`src/rtl/iomem_pkg.sv`:
```
// Shared types and helpers for the IO/memory round-robin arbiter.
// Holds the FSM state type, RAM window defaults and window decode.
package iomem_pkg;

  typedef enum logic [1:0] {
    S_IDLE,
    S_ACCESS,
    S_WAIT,
    S_RESP
  } state_t;

  localparam logic [31:0] RAM_BASE_DEF = 32'h4000_0000;
  localparam logic [31:0] RAM_MASK_DEF = 32'h000f_ffff;

  function automatic logic in_window(
    input logic [31:0] addr,
    input logic [31:0] base,
    input logic [31:0] mask
  );
    return (addr & ~mask) == base;
  endfunction

endpackage

```
`src/rtl/iomem_rr_pick.sv`:
```
// Two-way round-robin picker, purely combinational.
// req0/req1 in, last_m1 = m1 granted last, gnt one-hot out ({m1,m0}).
module iomem_rr_pick (
  input  logic       req0,
  input  logic       req1,
  input  logic       last_m1,
  output logic [1:0] gnt
);

  always_comb begin
    gnt = 2'b00;
    priority case (1'b1)
      (req0 & req1): gnt = last_m1 ? 2'b01 : 2'b10;
      req0:          gnt = 2'b01;
      req1:          gnt = 2'b10;
      default:       gnt = 2'b00;
    endcase
  end

endmodule

```
`src/rtl/iomem_rr_arbiter.sv`:
```
// Arbitrates two requesters onto one fixed-latency RAM port.
// Ports: clk_i, rst_n (sync, low); m0_*/m1_* requester side
// (valid, addr, wdata, wstrb in; ready, rdata out); mem_* RAM
// side (addr, wdata, wr_strb, rd_en out; rdata in); grant_o owner.
module iomem_rr_arbiter
  import iomem_pkg::*;
#(
  parameter int unsigned RAM_DELAY     = 16,
  parameter logic [31:0] RAM_BASE_ADDR = RAM_BASE_DEF,
  parameter logic [31:0] RAM_MASK_ADDR = RAM_MASK_DEF
) (
  input  logic        clk_i,
  input  logic        rst_n,
  input  logic        m0_valid,
  output logic        m0_ready,
  input  logic [3:0]  m0_wstrb,
  input  logic [31:0] m0_addr,
  input  logic [31:0] m0_wdata,
  output logic [31:0] m0_rdata,
  input  logic        m1_valid,
  output logic        m1_ready,
  input  logic [3:0]  m1_wstrb,
  input  logic [31:0] m1_addr,
  input  logic [31:0] m1_wdata,
  output logic [31:0] m1_rdata,
  output logic [31:0] mem_addr,
  output logic [31:0] mem_wdata,
  output logic [3:0]  mem_wr_strb,
  output logic        mem_rd_en,
  input  logic [31:0] mem_rdata,
  output logic [1:0]  grant_o
);

  state_t      state_q, state_d;
  logic [7:0]  cnt_q;
  logic        last_m1_q;
  logic        owner_q;
  logic [31:0] addr_q;
  logic [31:0] wdata_q;
  logic [3:0]  wstrb_q;
  logic [31:0] rdata_q;
  logic [1:0]  gnt;
  logic        win;
  logic        busy;
  logic        hit;
  logic        resp;

  iomem_rr_pick u_pick (
    .req0    (m0_valid),
    .req1    (m1_valid),
    .last_m1 (last_m1_q),
    .gnt     (gnt)
  );

  assign win = in_window(addr_q, RAM_BASE_ADDR, RAM_MASK_ADDR);

  always_ff @(posedge clk_i) begin
    if (!rst_n) state_q <= S_IDLE;
    else        state_q <= state_d;
  end

  always_comb begin
    state_d = state_q;
    unique case (state_q)
      S_IDLE:   if (|gnt) state_d = S_ACCESS;
      S_ACCESS: state_d = S_WAIT;
      S_WAIT:   if (cnt_q == 8'd0) state_d = S_RESP;
      S_RESP:   state_d = S_IDLE;
      default:  state_d = S_IDLE;
    endcase
  end

  // WAIT spans RAM_DELAY-1 cycles: load RAM_DELAY-2, leave on zero.
  always_ff @(posedge clk_i) begin
    if (!rst_n) begin
      cnt_q     <= '0;
      last_m1_q <= 1'b1;
      owner_q   <= 1'b0;
      addr_q    <= '0;
      wdata_q   <= '0;
      wstrb_q   <= '0;
      rdata_q   <= '0;
    end else begin
      case (state_q)
        S_IDLE: begin
          if (|gnt) begin
            owner_q <= gnt[1];
            addr_q  <= gnt[1] ? m1_addr  : m0_addr;
            wdata_q <= gnt[1] ? m1_wdata : m0_wdata;
            wstrb_q <= gnt[1] ? m1_wstrb : m0_wstrb;
          end
        end
        S_ACCESS: cnt_q <= 8'(RAM_DELAY - 2);
        S_WAIT: begin
          if (cnt_q == 8'd0) begin
            rdata_q <= (win && wstrb_q == 4'd0) ? mem_rdata : '0;
          end else begin
            cnt_q <= cnt_q - 8'd1;
          end
        end
        S_RESP:  last_m1_q <= owner_q;
        default: ;
      endcase
    end
  end

  assign busy = (state_q != S_IDLE);
  assign hit  = (state_q == S_ACCESS) && win;
  assign resp = (state_q == S_RESP);

  assign grant_o     = busy ? (owner_q ? 2'b10 : 2'b01) : 2'b00;
  assign mem_addr    = busy ? addr_q  : '0;
  assign mem_wdata   = busy ? wdata_q : '0;
  assign mem_wr_strb = hit ? wstrb_q : 4'd0;
  assign mem_rd_en   = hit && (wstrb_q == 4'd0);

  assign m0_ready = resp && !owner_q;
  assign m1_ready = resp && owner_q;
  assign m0_rdata = m0_ready ? rdata_q : '0;
  assign m1_rdata = m1_ready ? rdata_q : '0;

endmodule

```
`config.mk`:
```
export PLATFORM = sky130hd
export DESIGN_NAME = iomem_rr_arbiter
export DESIGN_NICKNAME = d
export VERILOG_FILES = /design/src/rtl/iomem_pkg.sv /design/src/rtl/iomem_rr_pick.sv /design/src/rtl/iomem_rr_arbiter.sv
export SDC_FILE = /design/constraint.sdc
export NUM_CORES = 1
export LEC_CHECK = 0
export ABC_CLOCK_PERIOD_IN_PS = 4400
export BUFFER_PORTS_ARGS = -buffer_cell sky130_fd_sc_hd__buf_4
export CORE_AREA = 2 2 119 121
export DETAILED_ROUTE_END_ITERATION = 16
export DIE_AREA = 0 0 121 123
export PLACE_DENSITY_LB_ADDON = 0.05
export SETUP_SLACK_MARGIN = 0.3
export SKIP_CTS_REPAIR_TIMING = 1
export SLEW_MARGIN = 20
export SYNTH_ARGS = -nofsm -noshare
export SYNTH_HDL_FRONTEND = slang
export SYNTH_HIERARCHICAL = 1
export SYNTH_SLANG_ARGS = --single-unit
```
`constraint.sdc`:
```
create_clock -name clk_i -period 4.4 [get_ports clk_i]
set_input_delay 0.44 -clock clk_i [delete_from_list [all_inputs] [get_ports clk_i]]
set_output_delay 0.44 -clock clk_i [all_outputs]
set_load 0.05 [all_outputs]
```
==> results of run 1 <==
## area by class of cell
class | instances | share of cell area (%)
well taps | 180 | 2.49
multi-input cells | 538 | 42.3
clock buffers | 10 | 2.64
inverters | 9 | 0.373
repair buffers | 322 | 26.7
clock inverters | 5 | 0.636
flip-flops and latches | 112 | 24.8
## worst max-delay path, stage by stage (launching register included)
cell	delay [ns]
dfxtp_1	1.00
nor2_1	0.11
buf_4	0.25
and2_1	0.19
buf_4	0.18
## routing by layer
layer	wire length, microns	track usage, %	up-vias
met2	9390	42.4	175
met5	0	0	-
met3	1180	5.95	27
met1	7280	27.5	2732
met4	496	9.88	0
li1	-	-	3153
## flip-flops by register name, indices dropped and copies added (netlist names)
register and cells:
owner_q 1, rdata_q 32, wstrb_q 4, cnt_q 8
state_q 2, last_m1_q 1, addr_q 32, wdata_q 32
## worst paths after layout
kind                                   from           end  slack, ns  depth (start not counted)
worst max-delay path                owner_q  m0_rdata[29]       1.84                          4
worst min-delay path             m0_addr[2]     addr_q[2]       0.43                          3
worst max register to register    last_m1_q     addr_q[8]       2.13                          6
worst min register to register  rdata_q[17]   rdata_q[17]       0.48                          2
## cell families after synthesis
| group | count (synthesis) | synth area share [%] |
|---|---|---|
| mux | 70 | 10.9 |
| simple gates | 306 | 27.4 |
| fa+ha+maj | 6 | 1.17 |
| flops | 112 | 34.9 |
| compound gates | 156 | 19.4 |
| buf+inv | 86 | 6.27 |
## placed cells by master (no fill, tap or decap), types with 5 or more instances in the layout
cell,count
nand4_1,34
nor2b_1,65
buf_4,321
clkbuf_16,9
o211ai_2,30
o21ai_1,34
inv_1,8
nor2_1,72
and2_1,66
and3_1,38
ha_1,5
a211oi_1,69
nand2_1,5
mux2i_1,70
dfxtp_1,112
nand3_1,6
## power by group
group          leakage, nW  switching, mW  internal (mW)
clock                0.137          0.368          0.453
sequential           0.920          0.172           1.26
combinational         3.00           1.81          0.834
total                 4.05           2.35           2.54
==> reports/qor.yml, run 1 <==
cts:
  clockRootBuffer: "clkbuf_16"
  tritoncts: "done"
  htreeDepth: 3
  worstSkewPairLatency_ns: 0.35
  clk_pin_slew_ns: 0.07
  cts_buffer_depth: 2
  clock_sinks: 112
  cts_buffers: 9
outcome:
  outcome: "finished, final reports clean"
die:
  die-area_sq_um: 14900
  pin_count: 309
  start_util_pct: 47.2
  dieHeight_microns: 123
  core_sq_um: 13600
  die_width_microns: 121
  fp-row-count: 43
logic_synthesis:
  synth_warnings: 6
  syn_area_sq_um: 6430
  yosysSeqAreaShare_pct: 34.9
  synth_nets: 914
  yosysUniqueCellTypes: 49
  synthArstFlopShare_pct: 0
  synth.avg_cell_area_sq_um: 8.73
  yosysTopAreaCell: "dfxtp_1"
  postSynthCellCount: 736
  synthFlopType: "dfxtp_1"
  synth-seq-cells: 112
  synth_top_area_share_pct: 34.9
  synth.most_common_cell: "dfxtp_1"
  synth_edf_count: 0
  ys_top_cells_by_count: "dfxtp_1 (112), nor2_1 (72), mux2i_1 (70), a211oi_1 (69), and2_1 (66)"
  synth_area_leaders: "dfxtp_1 (35%), mux2i_1 (11%), a211oi_1 (8.1%)"
pwr:
  vdd_drop_max_v: 0.000327
  p_per_area_nw_per_um2: 541
  power_mw: 4.90
  p_leak_nw: 4.05
route:
  drt-initial-drc-count: 270
  drcViolationCount: 0
  routedWlPerCell_microns: 15.6
  vias: 6087
  dr.pass1.iters: 4
  wirelength_microns: 18300
  viasPerCell: 5.18
  ant_nets: 0
min_path:
  hold_path_class: "input pin to flip-flop"
timing:
  fin_setup_tns_ns: 0
  setup_ws_ns: 1.84
  rsz0062_at_grt: "no"
  min_period_ns: 2.56
  finalHoldViolCount: 0
  worst_hold_slack_ns: 0.433
  worst_slew_pin_slew_ns: 1.09
  slew_headroom_pct: 27.5
  finClkSkew_ns: 0.00554
  setup_viol: 0
  fmax_ghz: 0.391
  slew_viol_final: 0
  min_period_over_period_pct: 58.1
placed_design:
  placed_area_sq_um: 8740
  placedCellCount: 1160
  dp_hpwl_microns: 13400
  dp_slack_ns: 1.93
  routabilityCongestion: 0.769
  port_buffers: 308
worst_setup_path:
  critical_path_arrival_ns: 2.12
  worstSetupEndpointType: "primary output"
  critPathRequiredTime_ns: 3.96
  worst_setup_path_start_kind: "flip-flop"
  crit_type: "flip-flop to primary output"
  worst-path-max-fanout: 37
cells_and_area:
  post-route-cell-area_sq_um: 9050
  fin_cells: 1176
  seqCellArea_sq_um: 2240
  antenna_cells: 0
  areaGrowthSynthToFinish_pct: 40.8
  multiInputGateArea_sq_um: 3830
  fillCellCount: 1248
  drive_gt1_share_pct: 38.1
  final_util_pct: 66.5
  nets: 1170
global_routing:
  antenna_found_initial: 0
  grt_pass1_wl_microns: 28200
  grt-ovfl-total: 0
  grt_pass1_vias: 5615
  grt_max_degree: 79
  track_usage_pct: 23.9
flow_run:
  cap_viol_max_count: 0
(Power assumes the default switching activity.)
==> run 2, diff against run 1 <==
--- a/config.mk
+++ b/config.mk
@@ -5,11 +5,10 @@
 export SDC_FILE = /design/constraint.sdc
 export NUM_CORES = 1
 export LEC_CHECK = 0
-export ABC_CLOCK_PERIOD_IN_PS = 4400
+export ABC_CLOCK_PERIOD_IN_PS = 2040
 export BUFFER_PORTS_ARGS = -buffer_cell sky130_fd_sc_hd__buf_4
-export CORE_AREA = 2 2 119 121
+export CORE_UTILIZATION = 43
 export DETAILED_ROUTE_END_ITERATION = 16
-export DIE_AREA = 0 0 121 123
 export PLACE_DENSITY_LB_ADDON = 0.05
 export SETUP_SLACK_MARGIN = 0.3
 export SKIP_CTS_REPAIR_TIMING = 1
==> constraint.sdc (replaced) <==
create_clock -name clk_i -period 2.04 [get_ports clk_i]
set_input_delay 0.204 -clock clk_i [delete_from_list [all_inputs] [get_ports clk_i]]
set_output_delay 0.204 -clock clk_i [all_outputs]
set_load 0.05 [all_outputs]
==> run 2 against run 1 <==
  * Wire length rose by 13%
  * Cell area rose by 19%
  * Clock power is 120% higher
  * Via count increased by 6.6%
  * Global-route usage is 0.20 points lower
  * Cell count increased by 3.7%
  * First-iteration DRC count rose by 8.5%
  * Power increased to 2.7 times the previous value
  * Die area rose by 3.7%
  * Register-to-register slack lost 1.8 ns
  * Worst setup slack got worse by 1.7 ns
  * Highest routed layer unchanged
==> reports/qor.yml, run 2 (synthesis results as in run 1) <==
die:
  die_width_microns: 124
  fp-row-count: 44
  start_util_pct: 44.2
  die-area_sq_um: 15400
  dieHeight_microns: 124
  pin_count: 309
  core_sq_um: 14500
worst_setup_path:
  worst_setup_path_start_kind: "flip-flop"
  reg2reg_from: "state_q[0]"
  worstSetupEndpointType: "primary output"
  critical_path_arrival_ns: 1.67
  worst-path-max-fanout: 8
  crit_type: "flip-flop to primary output"
  crit_start: "state_q[1]"
  critPathRequiredTime_ns: 1.84
route:
  dr.pass1.iters: 4
  vias: 6489
  viasPerCell: 5.32
  ant_nets: 0
  drt-initial-drc-count: 293
  wirelength_microns: 20700
  routedWlPerCell_microns: 16.9
  drcViolationCount: 0
cts:
  worstSkewPairLatency_ns: 0.36
  clock_sinks: 112
  tritoncts: "done"
  clockRootBuffer: "clkbuf_16"
  cts_buffers: 9
  clk_pin_slew_ns: 0.07
  htreeDepth: 3
  cts_buffer_depth: 2
timing:
  slew_viol_final: 0
  finalHoldViolCount: 0
  min_period_ns: 1.88
  rsz0062_at_grt: "yes"
  min_period_over_period_pct: 92.0
  setup_viol: 0
  fmax_ghz: 0.533
  fin_setup_tns_ns: 0
  slew_headroom_pct: 64.0
  finClkSkew_ns: 0.00692
  worst_slew_pin_slew_ns: 0.540
  worst_hold_slack_ns: 0.193
cells_and_area:
  final_common_cell: "buf_4"
  post-route-cell-area_sq_um: 10700
  nets: 1211
  largestRegisters: "addr_q (32), rdata_q (32), wdata_q (32)"
  fillCellCount: 1118
  drive_gt1_share_pct: 52.2
  antenna_cells: 0
  final_cell_mix: "buf_4 (229), dfxtp_1 (105), mux2i_1 (70), nor2_1 (70), a211oi_1 (69)"
  areaGrowthSynthToFinish_pct: 67.1
pwr:
  p_leak_nw: 4.62
  vdd_drop_max_v: 0.000713
  p_per_area_nw_per_um2: 1210
min_path:
  hold_start: "m0_addr[6]"
  hold_path_class: "input pin to flip-flop"
placed_design:
  port_buffers: 308
  placed_area_sq_um: 9070
  dp_hpwl_microns: 13700
  routabilityCongestion: 0.803
global_routing:
  grt_max_degree: 63
  track_usage_pct: 23.7
  antenna_found_initial: 0
  grt_pass1_vias: 5909
  grt_pass1_wl_microns: 29900
  grt-ovfl-total: 0
flow_run:
  cap_viol_max_count: 0
outcome:
  outcome: "finished, final reports clean"
[run 2: cell count changes in the layout (fill, tap and decap cells not counted), moves of 32 or more]
cell	previous run	this run
buf_4	321	229
nor2b_1	65	1
and2_4	0	32
buf_8	0	44
and2_1	66	34
buf_6	1	66
nor2b_2	0	53
[run 2: path summary, 6_finish.rpt]
kind         depth (start not counted)            to  slack (ns)
min reg2reg                          2   rdata_q[21]        0.49
min                                  3     addr_q[6]        0.19
max reg2reg                          6    rdata_q[0]        0.28
max                                  7  m0_rdata[31]        0.16
[run 2: metal layers]
layer / track usage, % / share of wire (%) / wire, microns
met5: 0 / 0 / 0
met4: 8.93 / 2.8 / 576
met3: 5.80 / 4.9 / 1020
met2: 41.3 / 51 / 10500
met1: 27.9 / 41 / 8550
[run 2: cell type report]
| class | instances | area (sq um) | area share [%] |
|---|---|---|---|
| Multi-Input combinational cell | 538 | 4270 | 39.8 |
| Timing Repair Buffer | 363 | 3650 | 34.0 |
| Sequential cell | 112 | 2260 | 21.0 |
| Clock buffer | 11 | 253 | 2.35 |
| Tap cell | 184 | 230 | 2.14 |
| Clock inverter | 3 | 42.5 | 0.396 |
| Inverter | 9 | 38.8 | 0.361 |
[run 2: worst max-delay path: stages (launching register included)]
cell	delay, ns
dfxtp_4	0.39
ha_4	0.17
inv_4	0.04
nor2_4	0.12
buf_12	0.15
clkbuf_16	0.15
and2_4	0.15
buf_8	0.14
[run 2: power by group]
| part | switching (mW) | total (mW) | internal [mW] |
|---|---|---|---|
| Combinational | 4.72 | 8.11 | 3.40 |
| Clock | 0.799 | 1.80 | 1.00 |
| Sequential | 0.399 | 3.13 | 2.73 |
| Total | 5.91 | 13.0 | 7.13 |
[run 2: per-stage QoR]
| step | power, mW | std cells | utilization (%) | setup slack (ns) |
|---|---|---|---|---|
| 2_1_floorplan | 7.52 | 736 | - | 0.202 |
| 3_3_place_gp | 9.33 | 1181 | 62.4 | 0.145 |
| 3_5_place_dp | 9.35 | 1181 | 62.4 | 0.0886 |
| 4_1_cts | 11.2 | 1195 | 64.4 | -0.0156 |
| 5_1_grt | 13.7 | 1220 | 73.9 | 0.114 |
| 6_report | 13.0 | 1220 | 73.9 | 0.163 |
==> run 3, diff against run 2 <==
--- a/config.mk
+++ b/config.mk
@@ -7,6 +7,7 @@
 export LEC_CHECK = 0
 export ABC_CLOCK_PERIOD_IN_PS = 2040
 export BUFFER_PORTS_ARGS = -buffer_cell sky130_fd_sc_hd__buf_4
+export CORE_MARGIN = 3
 export CORE_UTILIZATION = 43
 export DETAILED_ROUTE_END_ITERATION = 16
 export PLACE_DENSITY_LB_ADDON = 0.05
==> constraint.sdc (replaced) <==
create_clock -name clk_i -period 2.04 [get_ports clk_i]
set_input_delay 0.204 -clock clk_i [delete_from_list [all_inputs] [get_ports clk_i]]
set_output_delay 0.204 -clock clk_i [all_outputs]
set_load 0.01 [all_outputs]
==> run 3 against run 2 <==
  * Utilization down 7.1 points
  * Sequential share of layout area up 2.1 points
  * Clock power up 7%
  * Count of clock-buffer cells in the layout unchanged
  * Cell count down 1.2%
  * Die area up 6.5%
  * Critical path type unchanged
==> reports/qor.yml, run 3 (synthesis results as in run 1) <==
outcome:
  outcome: "finished, final reports clean"
route:
  wirelength_microns: 20200
  vias: 6318
  routedWlPerCell_microns: 16.8
  drcViolationCount: 0
  drt-initial-drc-count: 319
  viasPerCell: 5.24
  dr.pass1.iters: 4
  ant_nets: 0
timing:
  setup_viol: 0
  slew_headroom_pct: 67.0
  worst_slew_pin_slew_ns: 0.492
  min_period_over_period_pct: 89.4
  fmax_ghz: 0.548
  finClkSkew_ns: 0.0123
  finalHoldViolCount: 0
  min_period_ns: 1.82
  rsz0062_at_grt: "yes"
  fin_setup_tns_ns: 0
  slew_viol_final: 0
die:
  core_sq_um: 14600
  dieHeight_microns: 128
  die-area_sq_um: 16500
  start_util_pct: 44.1
  die_width_microns: 128
  pin_count: 309
  fp-row-count: 44
worst_setup_path:
  worst_setup_path_start_kind: "flip-flop"
  ff2ff_path_depth: 6
  cpPeakStageDelay_ns: 0.38
  worstReg2RegEnd: "rdata_q[31]"
  crit_end: "m0_rdata[0]"
  reg2reg_from: "state_q[0]"
  worstSetupEndpointType: "primary output"
  crit_start: "state_q[1]"
  path_cells: "ha_4 -> inv_4 -> nor2_4 -> clkbuf_16 -> and2_4 -> buf_6"
  worst-path-max-fanout: 5
  r2r_slack_ns: 0.27
  critical_path_arrival_ns: 1.62
  crit_type: "flip-flop to primary output"
  critPathRequiredTime_ns: 1.84
  slowest_stage: "dfxtp_4"
cts:
  clk_pin_slew_ns: 0.08
  cts_buffer_depth: 2
  tritoncts: "done"
  cts_buffers: 9
  htreeDepth: 3
  worstSkewPairLatency_ns: 0.36
  clock_sinks: 112
  clockRootBuffer: "clkbuf_16"
flow_run:
  cap_viol_max_count: 0
global_routing:
  grt_max_degree: 86
  antenna_found_initial: 0
  grt-ovfl-total: 0
  grt_pass1_vias: 5784
  grt_pass1_wl_microns: 29600
  track_usage_pct: 22.1
placed_design:
  placed_area_sq_um: 8910
  routabilityCongestion: 0.829
  dp_hpwl_microns: 14000
  port_buffers: 308
cells_and_area:
  nets: 1194
  post-route-cell-area_sq_um: 9740
  final_util_pct: 66.8
  fillCellCount: 1301
  final_common_cell: "buf_4"
  antenna_cells: 0
  largestRegisters: "addr_q (32), rdata_q (32), wdata_q (32)"
  drive_gt1_share_pct: 43.8
  areaGrowthSynthToFinish_pct: 51.5
  final_cell_mix: "buf_4 (312), dfxtp_1 (106), mux2i_1 (70), nor2_1 (70), a211oi_1 (69)"
  seqCellArea_sq_um: 2250
  multiInputGateArea_sq_um: 4020
min_path:
  hold_path_class: "input pin to flip-flop"
pwr:
  p_leak_nw: 4.32
  vdd_drop_max_v: 0.000707
  p_per_area_nw_per_um2: 1120
==> run 3: changes by cell type in the layout (fill, tap and decap cells not counted), sizes merged <==
cell / before / now
clkbuf: 20 / 16
buf: 354 / 341
bufinv: 1 / 2
clkinvlp: 1 / 2
==> run 3: per-stage QoR <==
step                      setup slack, ns  hold WS, ns  total power [mW]  instances
after floorplan                     0.346        0.404              6.37        736
after global placement              0.142        0.469              8.05       1177
after global routing                0.161        0.190              11.6       1205
after detailed placement           0.0955        0.479              8.08       1177
final                               0.215        0.189              10.9       1205
after CTS                          0.0853        0.181              10.0       1193
==> run 3: area by class of cell <==
type	instances	share of cell area [%]
multi-input cells	538	41.3
repair buffers	346	29.5
flip-flops and latches	112	23.1
clock buffers	11	2.49
well taps	184	2.36
clock inverters	5	0.822
inverters	9	0.373
==> run 3: how the worst min path moves through the flow <==
stage | depth (start not counted) | start | end | slack, ns
detailed placement | 2 | rdata_q[17] | rdata_q[17] | 0.48
finish | 3 | m0_addr[26] | addr_q[26] | 0.19
global route | 3 | m0_addr[25] | addr_q[25] | 0.19
global placement | 2 | rdata_q[24] | rdata_q[24] | 0.47
CTS | 3 | m0_wdata[0] | wdata_q[0] | 0.18
floorplan | 2 | rst_n | last_m1_q | 0.40
==> run 3: critical path, delay by kind of cell, from the launching register on <==
kind | cells | cell delay (ns)
flip-flops | 1 | 0.38
AND/OR/NAND/NOR | 2 | 0.38
adder cells (fa/ha/maj) | 1 | 0.16
buffers and inverters | 3 | 0.35
==> run 3: metal layers <==
metal  track usage [%]  up-vias  wire, microns
met5                 0        -              0
met4              5.99        0            378
met3              5.79       22           1320
met2              37.4      193          10300
met1              27.8     2889           8170
li1                  -     3214              -
==> run 3: power by group <==
part / switching [mW] / leakage (nW) / internal, mW / total [mW]
logic: 3.30 / 3.24 / 2.61 / 5.91
clock network: 0.820 / 0.152 / 1.11 / 1.93
registers: 0.371 / 0.923 / 2.72 / 3.09
total: 4.49 / 4.32 / 6.45 / 10.9
